<file path="src/rtl/uart_msg_echo_ctrl.sv">
// ---------------------------------------------------------------------------
// uart_msg_echo_ctrl
//   Transmit arbiter between uart_rx and uart_tx. Every PERIOD_CYC cycles a
//   fixed banner (MSG, most-significant byte first) is sent. Between banners,
//   received bytes are buffered in a FIFO_DEPTH-entry RX FIFO and echoed in
//   order. A banner starts only at a byte boundary and is never interleaved
//   with echo bytes.
//
//   Optional feature macro: UART_ECHO_CASE_SWAP_EN
//     defined   -> echoed ASCII letters leave with bit 5 inverted (case swap)
//     undefined -> echoed bytes are sent verbatim
//
// Ports
//   clk, rst_n   clock, asynchronous active-low reset
//   recv_en      1-cycle strobe, recv_data valid (from uart_rx)
//   recv_data    received byte
//   send_busy    uart_tx busy (rises the cycle after send_en)
//   send_en      1-cycle strobe, uart_tx latches send_data
//   send_data    byte to transmit
//   fifo_level   RX FIFO occupancy, 0..FIFO_DEPTH
//   ovf          sticky: a byte was dropped on a full FIFO
//   ovf_clr      synchronous clear of ovf (a coincident overflow wins)
//   msg_active   high from the first banner strobe until the last byte drains
// ---------------------------------------------------------------------------
module uart_msg_echo_ctrl #(
  parameter int unsigned          CLK_FRE    = 50,
  parameter int unsigned          PERIOD_CYC = CLK_FRE * 1000000,
  parameter int unsigned          MSG_LEN    = 13,
  parameter logic [MSG_LEN*8-1:0] MSG        = "Hello World\r\n",
  parameter int unsigned          FIFO_DEPTH = 16,
  parameter int unsigned          LVL_W      = $clog2(FIFO_DEPTH) + 1
) (
  input  logic             clk,
  input  logic             rst_n,
  input  logic             recv_en,
  input  logic [7:0]       recv_data,
  input  logic             send_busy,
  output logic             send_en,
  output logic [7:0]       send_data,
  output logic [LVL_W-1:0] fifo_level,
  output logic             ovf,
  input  logic             ovf_clr,
  output logic             msg_active
);

  localparam int unsigned AW    = $clog2(FIFO_DEPTH);
  localparam int unsigned CNT_W = $clog2(PERIOD_CYC);
  localparam int unsigned IDX_W = 8;

  typedef enum logic [2:0] {
    IDLE,
    SEL_MSG,
    SEL_ECHO,
    ACK,
    DRAIN
  } state_t;

  state_t           state;
  logic [IDX_W-1:0] idx;
  logic             msg_req;
  logic [CNT_W-1:0] cnt;

  logic [7:0]       mem [FIFO_DEPTH];
  logic [AW-1:0]    wr_ptr;
  logic [AW-1:0]    rd_ptr;

  logic             wrap_c;
  logic             full_c;
  logic             msg_go_c;
  logic             pop_c;
  logic             push_c;
  logic [7:0]       head_c;

  // Banner byte i, counted from the most-significant end of MSG.
  function automatic logic [7:0] msg_byte(input logic [IDX_W-1:0] i);
    msg_byte = 8'(MSG >> (8 * (MSG_LEN - 1 - 32'(i))));
  endfunction

  // Transformation applied to echoed bytes only.
  function automatic logic [7:0] echo_byte(input logic [7:0] b);
`ifdef UART_ECHO_CASE_SWAP_EN
    if ((b >= 8'h61 && b <= 8'h7A) || (b >= 8'h41 && b <= 8'h5A))
      echo_byte = b ^ 8'h20;
    else
      echo_byte = b;
`else
    echo_byte = b;
`endif
  endfunction

  // Wrap is folded into the request so the first strobe lands on the wrap edge.
  always_comb begin
    wrap_c   = (cnt == CNT_W'(PERIOD_CYC - 1));
    full_c   = (fifo_level == LVL_W'(FIFO_DEPTH));
    msg_go_c = (state == IDLE) && !send_busy && (msg_req || wrap_c);
    pop_c    = (state == IDLE) && !send_busy && !(msg_req || wrap_c) &&
               (fifo_level != '0);
    push_c   = recv_en && (!full_c || pop_c);
    head_c   = mem[rd_ptr];
  end

  // Free-running banner period counter.
  always_ff @(posedge clk or negedge rst_n) begin
    if (!rst_n) begin
      cnt <= '0;
    end else if (wrap_c) begin
      cnt <= '0;
    end else begin
      cnt <= cnt + CNT_W'(1);
    end
  end

  // FIFO storage; contents are don't-care after reset because pointers clear.
  always_ff @(posedge clk) begin
    if (push_c) begin
      mem[wr_ptr] <= recv_data;
    end
  end

  // FIFO pointers, occupancy and sticky overflow.
  always_ff @(posedge clk or negedge rst_n) begin
    if (!rst_n) begin
      wr_ptr     <= '0;
      rd_ptr     <= '0;
      fifo_level <= '0;
      ovf        <= 1'b0;
    end else begin
      if (push_c) wr_ptr <= wr_ptr + AW'(1);
      if (pop_c)  rd_ptr <= rd_ptr + AW'(1);
      case ({push_c, pop_c})
        2'b10:   fifo_level <= fifo_level + LVL_W'(1);
        2'b01:   fifo_level <= fifo_level - LVL_W'(1);
        default: fifo_level <= fifo_level;
      endcase
      if (recv_en && !push_c) begin
        ovf <= 1'b1;
      end else if (ovf_clr) begin
        ovf <= 1'b0;
      end
    end
  end

  // Transmit FSM; send_en is raised on entry to SEL_* so it is high for
  // exactly the SEL_* cycle.
  always_ff @(posedge clk or negedge rst_n) begin
    if (!rst_n) begin
      state      <= IDLE;
      idx        <= '0;
      msg_req    <= 1'b0;
      msg_active <= 1'b0;
      send_en    <= 1'b0;
      send_data  <= 8'h00;
    end else begin
      send_en <= 1'b0;
      // A wrap while a request is pending is absorbed.
      if (msg_go_c) begin
        msg_req <= 1'b0;
      end else if (wrap_c) begin
        msg_req <= 1'b1;
      end
      case (state)
        IDLE: begin
          if (msg_go_c) begin
            idx        <= '0;
            msg_active <= 1'b1;
            send_data  <= msg_byte('0);
            send_en    <= 1'b1;
            state      <= SEL_MSG;
          end else if (pop_c) begin
            send_data <= echo_byte(head_c);
            send_en   <= 1'b1;
            state     <= SEL_ECHO;
          end
        end
        SEL_MSG, SEL_ECHO: begin
          state <= ACK;
        end
        ACK: begin
          state <= DRAIN;
        end
        DRAIN: begin
          if (!send_busy) begin
            if (msg_active) begin
              if (idx < IDX_W'(MSG_LEN - 1)) begin
                idx       <= idx + IDX_W'(1);
                send_data <= msg_byte(idx + IDX_W'(1));
                send_en   <= 1'b1;
                state     <= SEL_MSG;
              end else begin
                msg_active <= 1'b0;
                state      <= IDLE;
              end
            end else begin
              state <= IDLE;
            end
          end
        end
        default: begin
          state <= IDLE;
        end
      endcase
    end
  end

endmodule

</file>
<file path="config.mk">
export PLATFORM = sky130hd
export DESIGN_NAME = uart_msg_echo_ctrl
export DESIGN_NICKNAME = d
export VERILOG_FILES = /design/src/rtl/uart_msg_echo_ctrl.sv
export SDC_FILE = /design/constraint.sdc
export NUM_CORES = 1
export LEC_CHECK = 0
export ABC_AREA = 1
export BUFFER_PORTS_ARGS = -buffer_cell sky130_fd_sc_hd__buf_4
export CORE_MARGIN = 8
export CORE_UTILIZATION = 35
export DETAILED_ROUTE_END_ITERATION = 10
export PLACE_DENSITY = 0.54
export SYNTH_ARGS = -nofsm -noshare
export SYNTH_HDL_FRONTEND = slang
export SYNTH_SLANG_ARGS = --single-unit
</file>
<file path="constraint.sdc">
create_clock -name clk -period 3.7 [get_ports clk]
set_input_delay 0.555 -clock clk [delete_from_list [all_inputs] [get_ports clk]]
set_output_delay 0.555 -clock clk [all_outputs]
set_load 0.05 [all_outputs]
</file>
==> qor.txt, run 1 <==
================================================================================
Total die area                                                        30,300 µm²
Post-synth EDFFs                                                             128
Antenna violations before repair                                               0
Vertical die dimension                                                    174 µm
Final GP Congestion                                                        0.796
Result of the run                                                   finished clean
Max-slew headroom at the worst pin                                         46.3%
Post-Syn Area per Cell                                                  9.87 µm²
Post-placement cell area                                                9290 µm²
Number of port buffers                                                        28
Fraction of final layout cells with drive strength greater than 1          11.4%
Setup crit end kind                                                         flop
Fmax achieved                                                            373 MHz
CTS tree                                                                     yes
First-pass GRT wire length                                             32,900 µm
Distinct cell type count after synthesis                                      43
Amount of wire on met3 after detailed routing                             982 µm
CTS clk-pin slew, worst paths                                            0.08 ns
Overall power consumption                                                7.42 mW
Leak Pwr                                                                 3.94 nW
# Post-CTS Setup Buffers                                                       0
Starting DRC count in detailed routing                                       479
Final Hold Slack                                                        0.197 ns
Aggregate routed wire length                                           20,800 µm
Deepest level of the CTS H-tree                                                4
Period utilisation layout                                                  72.5%
Worst setup timing slack at the placement stage                          1.01 ns
Type of the tightest min-delay check                                    in2async
Number of antenna-violating nets in the routed design                          0
Final number of max-transition violations                                      0
Total net switching power                                                3.10 mW
Crit Path Max Fanout                                                          10
PostCTS Resize Cnt                                                             0
Post-synth top flop                                                 sky130_fd_sc_hd__edfxtp_1
Via-to-Cell Ratio                                                           4.86
Slew at the pin with the worst max-slew slack                           0.806 ns
Number of hold violations in the final report                                  0
Crit Path Class                                                          reg2reg
Overall die width                                                         174 µm
Post-detailed-route DRC marker count                                           0
Post-route minimum period                                                2.68 ns
Ports                                                                         29
Total number of vias                                                       6,094
Number of buffers added to fix hold violations after cts                       0
Power Density                                                         751 nW/µm²
Number of clock buffers inserted by TritonCTS                                 17
Total number of yosys warnings                                                 0
Flop pwr share                                                             38.1%
Worst-skew pair later-pin latency                                        0.44 ns
Total global routing track utilization                                     14.0%
Std cell rows                                                                 58
Initial Utilization                                                        35.1%
Clock Tree Root                                                     sky130_fd_sc_hd__clkbuf_16
Placed cell count                                                          1,223
Crit path setup slack, layout                                            1.02 ns
Sequential area share after synthesis                                      61.7%
Fraction of power spent switching nets                                     41.8%
Residual overflow from global routing                                          0
DR top layer                                                                met4
Register bit total from synthesis                                            190
Maximum number of pins on one net before global-route repair                  68
Cells after Synth                                                            886
CORE AREA                                                             24,900 µm²
Most common library cell in the layout ignoring fill and taps       sky130_fd_sc_hd__nand2_1
Clock share of power                                                       24.2%
Clock Skews                                                            0.0146 ns
Post-synthesis instance area                                            8750 µm²
Arrival time at the worst endpoint                                       2.75 ns
Number of clock sinks                                                        190
Number of nets in the layout                                                 937
Async S/R FF share, synth                                                  32.6%
Post-route non-filler standard cell count                                  1,255
Max-capacitance violation count                                                0
Via count of the first global-routing pass                                 6,108
Number of buffers on the longest clock path                                    2
Count of cells along the worst register-to-register path                      12
Peak supply drop                                                      0.000366 V
Setup repair after global routing missed its margin                           no
Met2 wire length                                                         9990 µm
Area Overhead vs Synth                                                     13.0%
Post-detailed-placement half-perimeter wirelength                      13,900 µm
Total Negative Setup Slacks                                                 0 ns
Combinational Power Share                                                  37.7%
Ant. Diodes                                                                    0
Final cell utilization of the core                                         39.7%
DR pass1 iterations                                                            6
Average wire per cell in the routed design                               16.6 µm
Wl on met1                                                               9480 µm
Leading cell types in the layout, fill and taps excluded            sky130_fd_sc_hd__nand2_1 (186), sky130_fd_sc_hd__edfxtp_1 (128), sky130_fd_sc_hd__nor2_1 (118), sky130_fd_sc_hd__nand3_1 (89), sky130_fd_sc_hd__inv_1 (73)
Setup-violating endpoint count in the final report                             0
Net count of the mapped netlist                                              911
Critical path data required time                                         3.77 ns
Final Cell Area                                                         9880 µm²
Pint                                                                     4.32 mW
Element type at the critical path start                                     flop
================================================================================
==> power groups by stage <==
stage          logic (mW)  clock network (mW)  registers (mW)
2_1_floorplan        1.75                   0            3.06
3_3_place_gp         2.79                   0            2.87
4_1_cts              2.82                1.83            2.83
5_1_grt              3.11                1.91            2.86
3_5_place_dp         2.81                   0            2.87
6_report             2.80                1.79            2.83
==> registers in the layout, indices dropped and copies added, names as in the netlist, 3 cells and up <==
signal	count
idx	8
wr_ptr	4
send_data	8
state	3
mem	128
fifo_level	5
cnt	26
rd_ptr	4
==> metal layers <==
metal | GRT usage, % | vias up
met3 | 3.04 | 20
met4 | 4.49 | 0
met2 | 22.9 | 158
met1 | 18.3 | 2870
met5 | 0 | -
li1 | - | 3046
==> synthesized netlist by cell type (2+ instances only) <==
cell type	number	area, µm²
sky130_fd_sc_hd__nand3_1	89	445
sky130_fd_sc_hd__buf_1	2	7.51
sky130_fd_sc_hd__a31oi_1	3	18.8
sky130_fd_sc_hd__a211oi_1	2	15.0
sky130_fd_sc_hd__nor2_2	10	62.6
sky130_fd_sc_hd__clkbuf_1	11	41.3
sky130_fd_sc_hd__nand2_1	186	698
sky130_fd_sc_hd__o21ai_1	5	25.0
sky130_fd_sc_hd__edfxtp_1	128	3840
sky130_fd_sc_hd__buf_2	9	45.0
sky130_fd_sc_hd__inv_1	73	274
sky130_fd_sc_hd__dfrtp_1	62	1550
sky130_fd_sc_hd__clkinv_1	3	11.3
sky130_fd_sc_hd__inv_2	3	11.3
sky130_fd_sc_hd__nand3_2	2	20.0
sky130_fd_sc_hd__nand2_2	12	75.1
sky130_fd_sc_hd__buf_4	3	22.5
sky130_fd_sc_hd__o21ai_0	45	225
sky130_fd_sc_hd__nor4_1	2	12.5
sky130_fd_sc_hd__ha_1	11	138
sky130_fd_sc_hd__nand4_1	15	93.8
sky130_fd_sc_hd__a21oi_1	35	175
sky130_fd_sc_hd__nor2_1	118	443
sky130_fd_sc_hd__nor3_1	12	60.1
sky130_fd_sc_hd__xor2_1	16	140
sky130_fd_sc_hd__o22ai_1	4	25.0
sky130_fd_sc_hd__o211ai_1	5	37.5
sky130_fd_sc_hd__buf_6	2	22.5
sky130_fd_sc_hd__nor2_4	4	45.0
==> critical path, cell delays in order (launching register included) <==
cell and delay (ns):
sky130_fd_sc_hd__dfrtp_1 0.41, sky130_fd_sc_hd__ha_1 0.25, sky130_fd_sc_hd__nand2_1 0.08, sky130_fd_sc_hd__nor2_1 0.04, sky130_fd_sc_hd__nand4_1 0.08, sky130_fd_sc_hd__nor2_2 0.05, sky130_fd_sc_hd__nand2_2 0.10, sky130_fd_sc_hd__nand4_4 0.21
sky130_fd_sc_hd__nand2_1 0.17, sky130_fd_sc_hd__nand2_2 0.11, sky130_fd_sc_hd__nor2_2 0.13, sky130_fd_sc_hd__inv_1 0.12, sky130_fd_sc_hd__nor2_1 0.58
==> final cells by class <==
type                       count  area (µm²)
clock buffer                  17         425
clock inverter                15         166
fill                        2488       15000
inverter                      79         297
multi-input combinational    590        2920
sequential                   190        5400
tap                          330         413
timing repair buffer          34         268
==> cells by family (layout without fill, tap and decap cells) <==
group | after synthesis | after routing | share of synthesized area (%)
buffers and inverters | 106 | 145 | 4.98
AND/OR/NAND/NOR | 460 | 460 | 23.7
AO/OA/AOI/OAI | 102 | 102 | 6.26
flip-flops | 190 | 190 | 61.7
adder cells (fa/ha/maj) | 12 | 12 | 1.80
XOR/XNOR | 16 | 16 | 1.60
==> worst paths after layout <==
check / slack [ns] / to / startpoint
setup / recovery: 1.02 / mem[15][6]$_DFFE_PP_ / cnt[0]$_DFF_PN0_
hold / removal: 0.20 / cnt[12]$_DFF_PN0_ / rst_n
setup reg to reg: 1.02 / mem[15][6]$_DFFE_PP_ / cnt[0]$_DFF_PN0_
hold reg to reg: 0.49 / cnt[0]$_DFF_PN0_ / cnt[0]$_DFF_PN0_
max in group asynchronous: 2.92 / rd_ptr[0]$_DFFE_PN0P_ / rst_n
min in group clk: 0.33 / ovf$_DFFE_PN0P_ / ovf_clr
No activity file was read; power rests on OpenSTA's default activity.
==> inputs of run 2 (changes only) <==
PLACE_DENSITY = 0.56   (was 0.54)
clock period = 2.2 ns   (was 3.7 ns; I/O delays follow)
==> run 2 against run 1 <==
  * The run now ends with setup timing left
  * Worst hold slack got worse by 0.11 ns
  * Core utilization rose by 4.2 points
  * Global-route usage is essentially flat
  * Combinational power up 100%
  * Largest cell class unchanged
  * Largest power group is now combinational logic
==> qor.txt, run 2 (same netlist as run 1, synthesis figures left out) <==
================================================================================
Result of the run                                                   finished with violations
Violated checks                                                     setup timing
Max reg flops                                                                128   unchanged
Post-detailed-placement half-perimeter wirelength                      14,400 µm   +3.5%
Reg-to-reg setup timing slack                                           -0.02 ns   -1.04 ns
Via-to-Cell Ratio                                                           4.81   -0.85%
Final GP Congestion                                                        0.850   +6.8%
Register Area                                                           5400 µm²   about the same
Count of cells along the worst register-to-register path                      15   +3
Launching point of the worst reg2reg path                           cnt[1]$_DFF_PN0_
Number of port buffers                                                        28   unchanged
Biggest cell delay along the critical path                               0.38 ns   -0.20 ns
DR pass1 iterations                                                            5   -1
Number of clock buffers inserted by TritonCTS                                 17   unchanged
Residual overflow from global routing                                          0   unchanged
Deepest level of the CTS H-tree                                                4   unchanged
Setup crit end kind                                                         flop
Number of nets in the layout                                               1,019   +8.8%
Total number of vias                                                       6,437   +5.6%
Power Density                                                        1230 nW/µm²   +63%
Fraction of final layout cells with drive strength greater than 1          21.4%   +10 points
Ant. Diodes                                                                    0   unchanged
Clock Skews                                                            0.0169 ns   +0.00230 ns
Ports                                                                         29   unchanged
Largest reg by FF count                                                      mem
Area of combinational cells with multiple inputs                        3120 µm²   +6.8%
Critical-path cell list                                             ha_2 > nand2_1 > nor2_1 > nand4_1 > nor2_2 > nand2_2 > nand4_4 > buf_4 > buf_4 > nand2_2 > nand2_4 > nor2_4 > inv_4 > nor2_2 > buf_6
Worst setup timing slack at the placement stage                       -0.0289 ns   -1.04 ns
Fmax achieved                                                            450 MHz   +21%
Period utilisation layout                                                   101%   +28 points
Setup-violating endpoint count in the final report                            42   +42
Initial Utilization                                                        35.1%   unchanged
Final Cell Area                                                       10,900 µm²   +11%
Max-slew headroom at the worst pin                                         61.3%   +15 points
Post-placement cell area                                              10,100 µm²   +8.4%
Element type at the critical path start                                     flop
Peak supply drop                                                      0.000612 V   +67%
Max-capacitance violation count                                                0   unchanged
Antenna violations before repair                                               0   unchanged
Area Overhead vs Synth                                                     24.9%
Number of buffers on the longest clock path                                    2   unchanged
Final Hold Slack                                                       0.0877 ns   -0.109 ns
Min-Delay Path Depth                                                           2
Final number of max-transition violations                                      0   unchanged
Max stage delay cell, worst path                                    sky130_fd_sc_hd__dfrtp_1
Vertical die dimension                                                    174 µm   unchanged
Critical path data required time                                         2.36 ns   -1.41 ns
Starting DRC count in detailed routing                                       412   -14%
Flop pwr share                                                             34.8%   -3.3 points
CORE AREA                                                             24,900 µm²   unchanged
Largest registers in the final layout                               mem: 128 flops, cnt: 26 flops
Worst reg2reg path endpoint                                         mem[15][2]$_DFFE_PP_
Std cell rows                                                                 58   unchanged
Pint                                                                     7.95 mW   +84%
Total net switching power                                                5.46 mW   +76%
Aggregate routed wire length                                           20,800 µm   about the same
Total Negative Setup Slacks                                            -0.435 ns   -0.435 ns
CTS tree                                                                     yes
Number of antenna-violating nets in the routed design                          0   unchanged
Arrival time at the worst endpoint                                       2.38 ns   -0.37 ns
Crit Path Max Fanout                                                           8   -2
Crit Path Class                                                          reg2reg
Fraction of power spent switching nets                                     40.7%   -1.1 points
Slew at the pin with the worst max-slew slack                           0.572 ns   -0.234 ns
Crit path setup slack, layout                                         -0.0201 ns   -1.04 ns
Post-detailed-route DRC marker count                                           0   unchanged
Via count of the first global-routing pass                                 6,383   +4.5%
Overall power consumption                                                13.4 mW   +81%
Total global routing track utilization                                     14.0%   -0.043 points
First-pass GRT wire length                                             33,600 µm   +2.0%
Maximum number of pins on one net before global-route repair                  39   -43%
Setup repair after global routing missed its margin                          yes
Most common library cell in the layout ignoring fill and taps       sky130_fd_sc_hd__nand2_1
Average wire per cell in the routed design                               15.5 µm   -6.2%
Number of clock sinks                                                        190   unchanged
Total die area                                                        30,300 µm²   unchanged
Post-route minimum period                                                2.22 ns   -0.461 ns
CTS clk-pin slew, worst paths                                            0.07 ns   about the same
Clock share of power                                                       23.5%   -0.7 points
Clock Tree Root                                                     sky130_fd_sc_hd__clkbuf_16
Number of inserted filler cells in the final layout                        2,379   -4.4%
Overall die width                                                         174 µm   unchanged
Number of hold violations in the final report                                  0   unchanged
Worst-skew pair later-pin latency                                        0.44 ns   about the same
Hold Startpoint                                                          ovf_clr
Hold worst-path end                                                 ovf$_DFFE_PN0P_
Type of the tightest min-delay check                                      in2reg
Leak Pwr                                                                 4.43 nW   +12%
Leading cell types in the layout, fill and taps excluded            sky130_fd_sc_hd__nand2_1 (185), sky130_fd_sc_hd__edfxtp_1 (128), sky130_fd_sc_hd__nor2_1 (101), sky130_fd_sc_hd__buf_4 (93), sky130_fd_sc_hd__nand3_1 (89)
Combinational Power Share                                                  41.7%   +4.0 points
================================================================================
-- run 2: cell types whose count changed in the layout (fill, tap and decap cells not counted), sizes merged --
cell / before / now
bufinv: 0 / 1
buf: 34 / 115
clkinvlp: 3 / 0
clkbuf: 17 / 18
dlygate4sd3: 0 / 1
clkinv: 10 / 11
-- run 2: critical path: cells and delay by family (launching register included) --
family,cells,cell delay (ns)
and+or+nand+nor,10,0.85
adders and majority gates,1,0.19
buffers and inverters,4,0.54
DFF,1,0.38
-- run 2: layer usage --
metal	GRT usage (%)	vias up	wire, µm
met3	2.69	19	768
met1	17.6	3090	9360
li1	-	3209	-
met2	24.1	119	10400
met4	3.95	0	250
met5	0	-	0
-- run 2: power by group through the flow --
stage	clock network (mW)	logic, mW	registers, mW
2_1_floorplan	0	3.01	5.15
3_3_place_gp	0	5.30	4.74
3_5_place_dp	0	5.32	4.73
4_1_cts	3.22	5.41	4.67
5_1_grt	3.35	6.20	4.72
6_report	3.16	5.59	4.66
-- run 2: what timing repair did --
action / CTS / global route
setup endpoints to repair: 52 / 135
buffers inserted: 2 / 4
hold buffers: 1 / 0
gates resized for setup: 4 / 36
hold endpoints to repair: 24 / 0
pin swaps: 2 / 2
-- run 2: layout make-up --
class	instances	share of cell area, %
Sequential cell	190	49.4
Tap cell	330	3.78
Multi-Input combinational cell	590	28.5
Clock inverter	14	1.71
Clock buffer	18	3.93
Timing Repair Buffer	116	9.79
Inverter	79	2.86
-- run 2: how the worst max path moves through the flow --
| stage | from | depth (start not counted) | endpoint |
|---|---|---|---|
| after global routing | cnt[1]$_DFF_PN0_ | 18 | fifo_level[4]$_DFFE_PN0P_ |
| after floorplan | cnt[1]$_DFF_PN0_ | 18 | fifo_level[4]$_DFFE_PN0P_ |
| after detailed placement | cnt[1]$_DFF_PN0_ | 18 | fifo_level[4]$_DFFE_PN0P_ |
| final | cnt[1]$_DFF_PN0_ | 15 | mem[15][2]$_DFFE_PP_ |
| after CTS | cnt[1]$_DFF_PN0_ | 18 | fifo_level[4]$_DFFE_PN0P_ |
| after global placement | cnt[1]$_DFF_PN0_ | 18 | fifo_level[4]$_DFFE_PN0P_ |
-- run 2: stage by stage --
stage / std cells / utilization, %
floorplan: 886 / -
global placement: 1298 / 40.5
detailed placement: 1298 / 40.5
CTS: 1333 / 43.1
global route: 1337 / 43.9
finish: 1337 / 43.9
==> inputs of run 3 (changes only) <==
BUFFER_PORTS_ARGS = -buffer_cell sky130_fd_sc_hd__buf_2   (was -buffer_cell sky130_fd_sc_hd__buf_4)
GPL_ROUTABILITY_DRIVEN = 0   (was unset)
==> run 3 against run 2 <==
  * The flow still finishes with violations (setup timing)
  * Die area unchanged
  * Sequential power about the same
  * Power decreased by 0.93%
  * Sequential cell count unchanged
==> qor.txt, run 3 (same netlist as run 1, synthesis figures left out) <==
================================================================================
Post-route minimum period                                                2.21 ns   -0.0108 ns
Period utilisation layout                                                   100%   -0.49 points
Most common library cell in the layout ignoring fill and taps       sky130_fd_sc_hd__nand2_1
Setup repair after global routing missed its margin                          yes
Final number of max-transition violations                                      0   unchanged
Peak supply drop                                                      0.000614 V   +0.45%
Total global routing track utilization                                     13.6%   -0.38 points
Number of buffers on the longest clock path                                    2   unchanged
Number of inserted filler cells in the final layout                        2,381   +0.084%
Std cell rows                                                                 58   unchanged
Post-detailed-placement half-perimeter wirelength                      13,800 µm   -3.8%
Final Hold Slack                                                        0.104 ns   +0.0163 ns
Number of antenna-violating nets in the routed design                          0   unchanged
Fraction of final layout cells with drive strength greater than 1          21.8%   +0.45 points
Setup crit end kind                                                         flop
Critical path data required time                                         2.54 ns   +0.18 ns
Crit path setup slack, layout                                        -0.00929 ns   +0.0108 ns
Violated checks                                                     setup timing
Post-placement cell area                                              10,000 µm²   -0.27%
Number of hold violations in the final report                                  0   unchanged
Number of clock buffers inserted by TritonCTS                                 17   unchanged
Max-slew headroom at the worst pin                                         64.0%   +2.6 points
Via-to-Cell Ratio                                                           4.80   -0.21%
Leading cell types in the layout, fill and taps excluded            sky130_fd_sc_hd__nand2_1 (185), sky130_fd_sc_hd__edfxtp_1 (128), sky130_fd_sc_hd__nor2_1 (100), sky130_fd_sc_hd__nand3_1 (87), sky130_fd_sc_hd__inv_1 (72)
Final Cell Area                                                       10,800 µm²   -0.85%
Arrival time at the worst endpoint                                       2.55 ns   +0.17 ns
Total die area                                                        30,300 µm²   unchanged
Ports                                                                         29   unchanged
First-pass GRT wire length                                             33,000 µm   -1.7%
Crit Path Max Fanout                                                           4   -4
Clock Skews                                                            0.0141 ns   -0.00283 ns
Ant. Diodes                                                                    0   unchanged
Placed cell count                                                          1,292   -0.46%
Number of clock sinks                                                        190   unchanged
Result of the run                                                   finished with violations
Worst-skew pair later-pin latency                                        0.44 ns   about the same
Fmax achieved                                                            453 MHz   +0.49%
Average wire per cell in the routed design                               15.3 µm   -1.8%
Post-route non-filler standard cell count                                  1,339   +0.15%
Aggregate routed wire length                                           20,400 µm   -1.6%
Antenna violations before repair                                               0   unchanged
Max reg flops                                                                128   unchanged
Total number of vias                                                       6,433   -0.062%
Residual overflow from global routing                                          0   unchanged
Deepest level of the CTS H-tree                                                4   unchanged
Largest reg by FF count                                                      mem
Overall power consumption                                                13.3 mW   -0.93%
Worst setup timing slack at the placement stage                       -0.0487 ns   -0.0197 ns
Area of combinational cells with multiple inputs                        3040 µm²   -2.5%
Number of nets in the layout                                               1,021   +0.20%
Vertical die dimension                                                    174 µm   unchanged
Number of port buffers                                                        28   unchanged
Area Overhead vs Synth                                                     23.9%
Via count of the first global-routing pass                                 6,379   -0.063%
Clock Tree Root                                                     sky130_fd_sc_hd__clkbuf_16
Total Negative Setup Slacks                                          -0.00929 ns   +0.426 ns
Maximum number of pins on one net before global-route repair                  51   +31%
CTS tree                                                                     yes
Initial Utilization                                                        35.1%   unchanged
Slew at the pin with the worst max-slew slack                           0.533 ns   -0.0387 ns
Overall die width                                                         174 µm   unchanged
Post-detailed-route DRC marker count                                           0   unchanged
Largest registers in the final layout                               mem: 128 flops, cnt: 26 flops
Element type at the critical path start                                     flop
DR pass1 iterations                                                            4   -1
Setup-violating endpoint count in the final report                             1   -98%
Type of the tightest min-delay check                                      in2reg
Crit Path Class                                                          reg2reg
Leak Pwr                                                                 4.43 nW   about the same
CORE AREA                                                             24,900 µm²   unchanged
Max-capacitance violation count                                                0   unchanged
Power Density                                                        1230 nW/µm²   about the same
CTS clk-pin slew, worst paths                                            0.08 ns   about the same
Register Area                                                           5400 µm²   unchanged
Final cell utilization of the core                                         43.5%   -0.37 points
Starting DRC count in detailed routing                                       485   +18%
================================================================================
==> run 3: cell types whose count changed in the layout (fill, tap and decap cells not counted), moves of 3 or more <==
cell / previous run / this run
sky130_fd_sc_hd__nand2_2: 9 / 12
sky130_fd_sc_hd__buf_6: 9 / 0
sky130_fd_sc_hd__nand3_2: 2 / 5
sky130_fd_sc_hd__nand2_8: 3 / 0
sky130_fd_sc_hd__nor2_4: 19 / 6
sky130_fd_sc_hd__buf_2: 0 / 28
sky130_fd_sc_hd__buf_12: 13 / 20
sky130_fd_sc_hd__nor2_2: 12 / 27
sky130_fd_sc_hd__buf_4: 93 / 66
==> run 3: timing repair <==
| item | 4_1_cts | 5_1_grt |
|---|---|---|
| resized for setup | 1 | 13 |
| hold buffers | 1 | 0 |
| pin swaps | 2 | 2 |
| setup buffers | 6 | 5 |
| gates cloned | 0 | 3 |
| setup endpoints to repair | 2 | 149 |
| endpoints found under the hold margin | 8 | 0 |
==> run 3: final cells by class <==
class                      count  share of cell area (%)
sequential                   190                    49.8
multi-input combinational    592                    28.0
timing repair buffer         116                    9.88
clock buffer                  17                    3.93
tap                          330                    3.81
inverter                      79                    2.82
clock inverter                15                    1.67
==> run 3: where the power goes <==
group	switching [mW]	internal [mW]	leakage, nW
logic	3.53	1.95	2.19
registers	0.318	4.35	1.94
clock network	1.57	1.55	0.295
==> run 3: critical path, cell delays in order (launching register included) <==
cell,delay [ns]
sky130_fd_sc_hd__dfrtp_1,0.39
sky130_fd_sc_hd__ha_2,0.19
sky130_fd_sc_hd__nand2_1,0.08
sky130_fd_sc_hd__nor2_2,0.04
sky130_fd_sc_hd__nand4_1,0.08
sky130_fd_sc_hd__nor2_2,0.05
sky130_fd_sc_hd__nand2_2,0.08
sky130_fd_sc_hd__nand4_4,0.13
sky130_fd_sc_hd__nor2_4,0.18
sky130_fd_sc_hd__clkinv_2,0.09
sky130_fd_sc_hd__fa_2,0.35
sky130_fd_sc_hd__nor2_2,0.10
sky130_fd_sc_hd__a211oi_2,0.05
sky130_fd_sc_hd__nand2_1,0.06
sky130_fd_sc_hd__nand2_1,0.06
sky130_fd_sc_hd__nand2_1,0.06
sky130_fd_sc_hd__nand2_1,0.04
sky130_fd_sc_hd__nand2_1,0.05
sky130_fd_sc_hd__inv_1,0.03
==> run 3: per-layer routing <==
metal	vias up	GRT usage (%)	wire length (µm)	part of all wire, %
met3	12	2.99	709	3.5
met2	102	23.2	10100	49
li1	3222	-	-	-
met1	3097	17.4	9480	46
met4	0	2.99	142	0.70
met5	-	0	0	0
==> run 3: final timing paths <==
check / startpoint / to / slack, ns / cells past startpoint
worst max-delay path: cnt[1]$_DFF_PN0_ / fifo_level[4]$_DFFE_PN0P_ / -0.009 / 18
worst min-delay path: ovf_clr / ovf$_DFFE_PN0P_ / 0.10 / 2
worst max register to register: cnt[1]$_DFF_PN0_ / fifo_level[4]$_DFFE_PN0P_ / -0.009 / 18
worst min register to register: send_data[3]$_DFFE_PN0P_ / send_data[3]$_DFFE_PN0P_ / 0.51 / 2
max in group asynchronous: rst_n / send_data[2]$_DFFE_PN0P_ / 1.29 / 3
min in group asynchronous: rst_n / cnt[14]$_DFF_PN0_ / 0.29 / 2
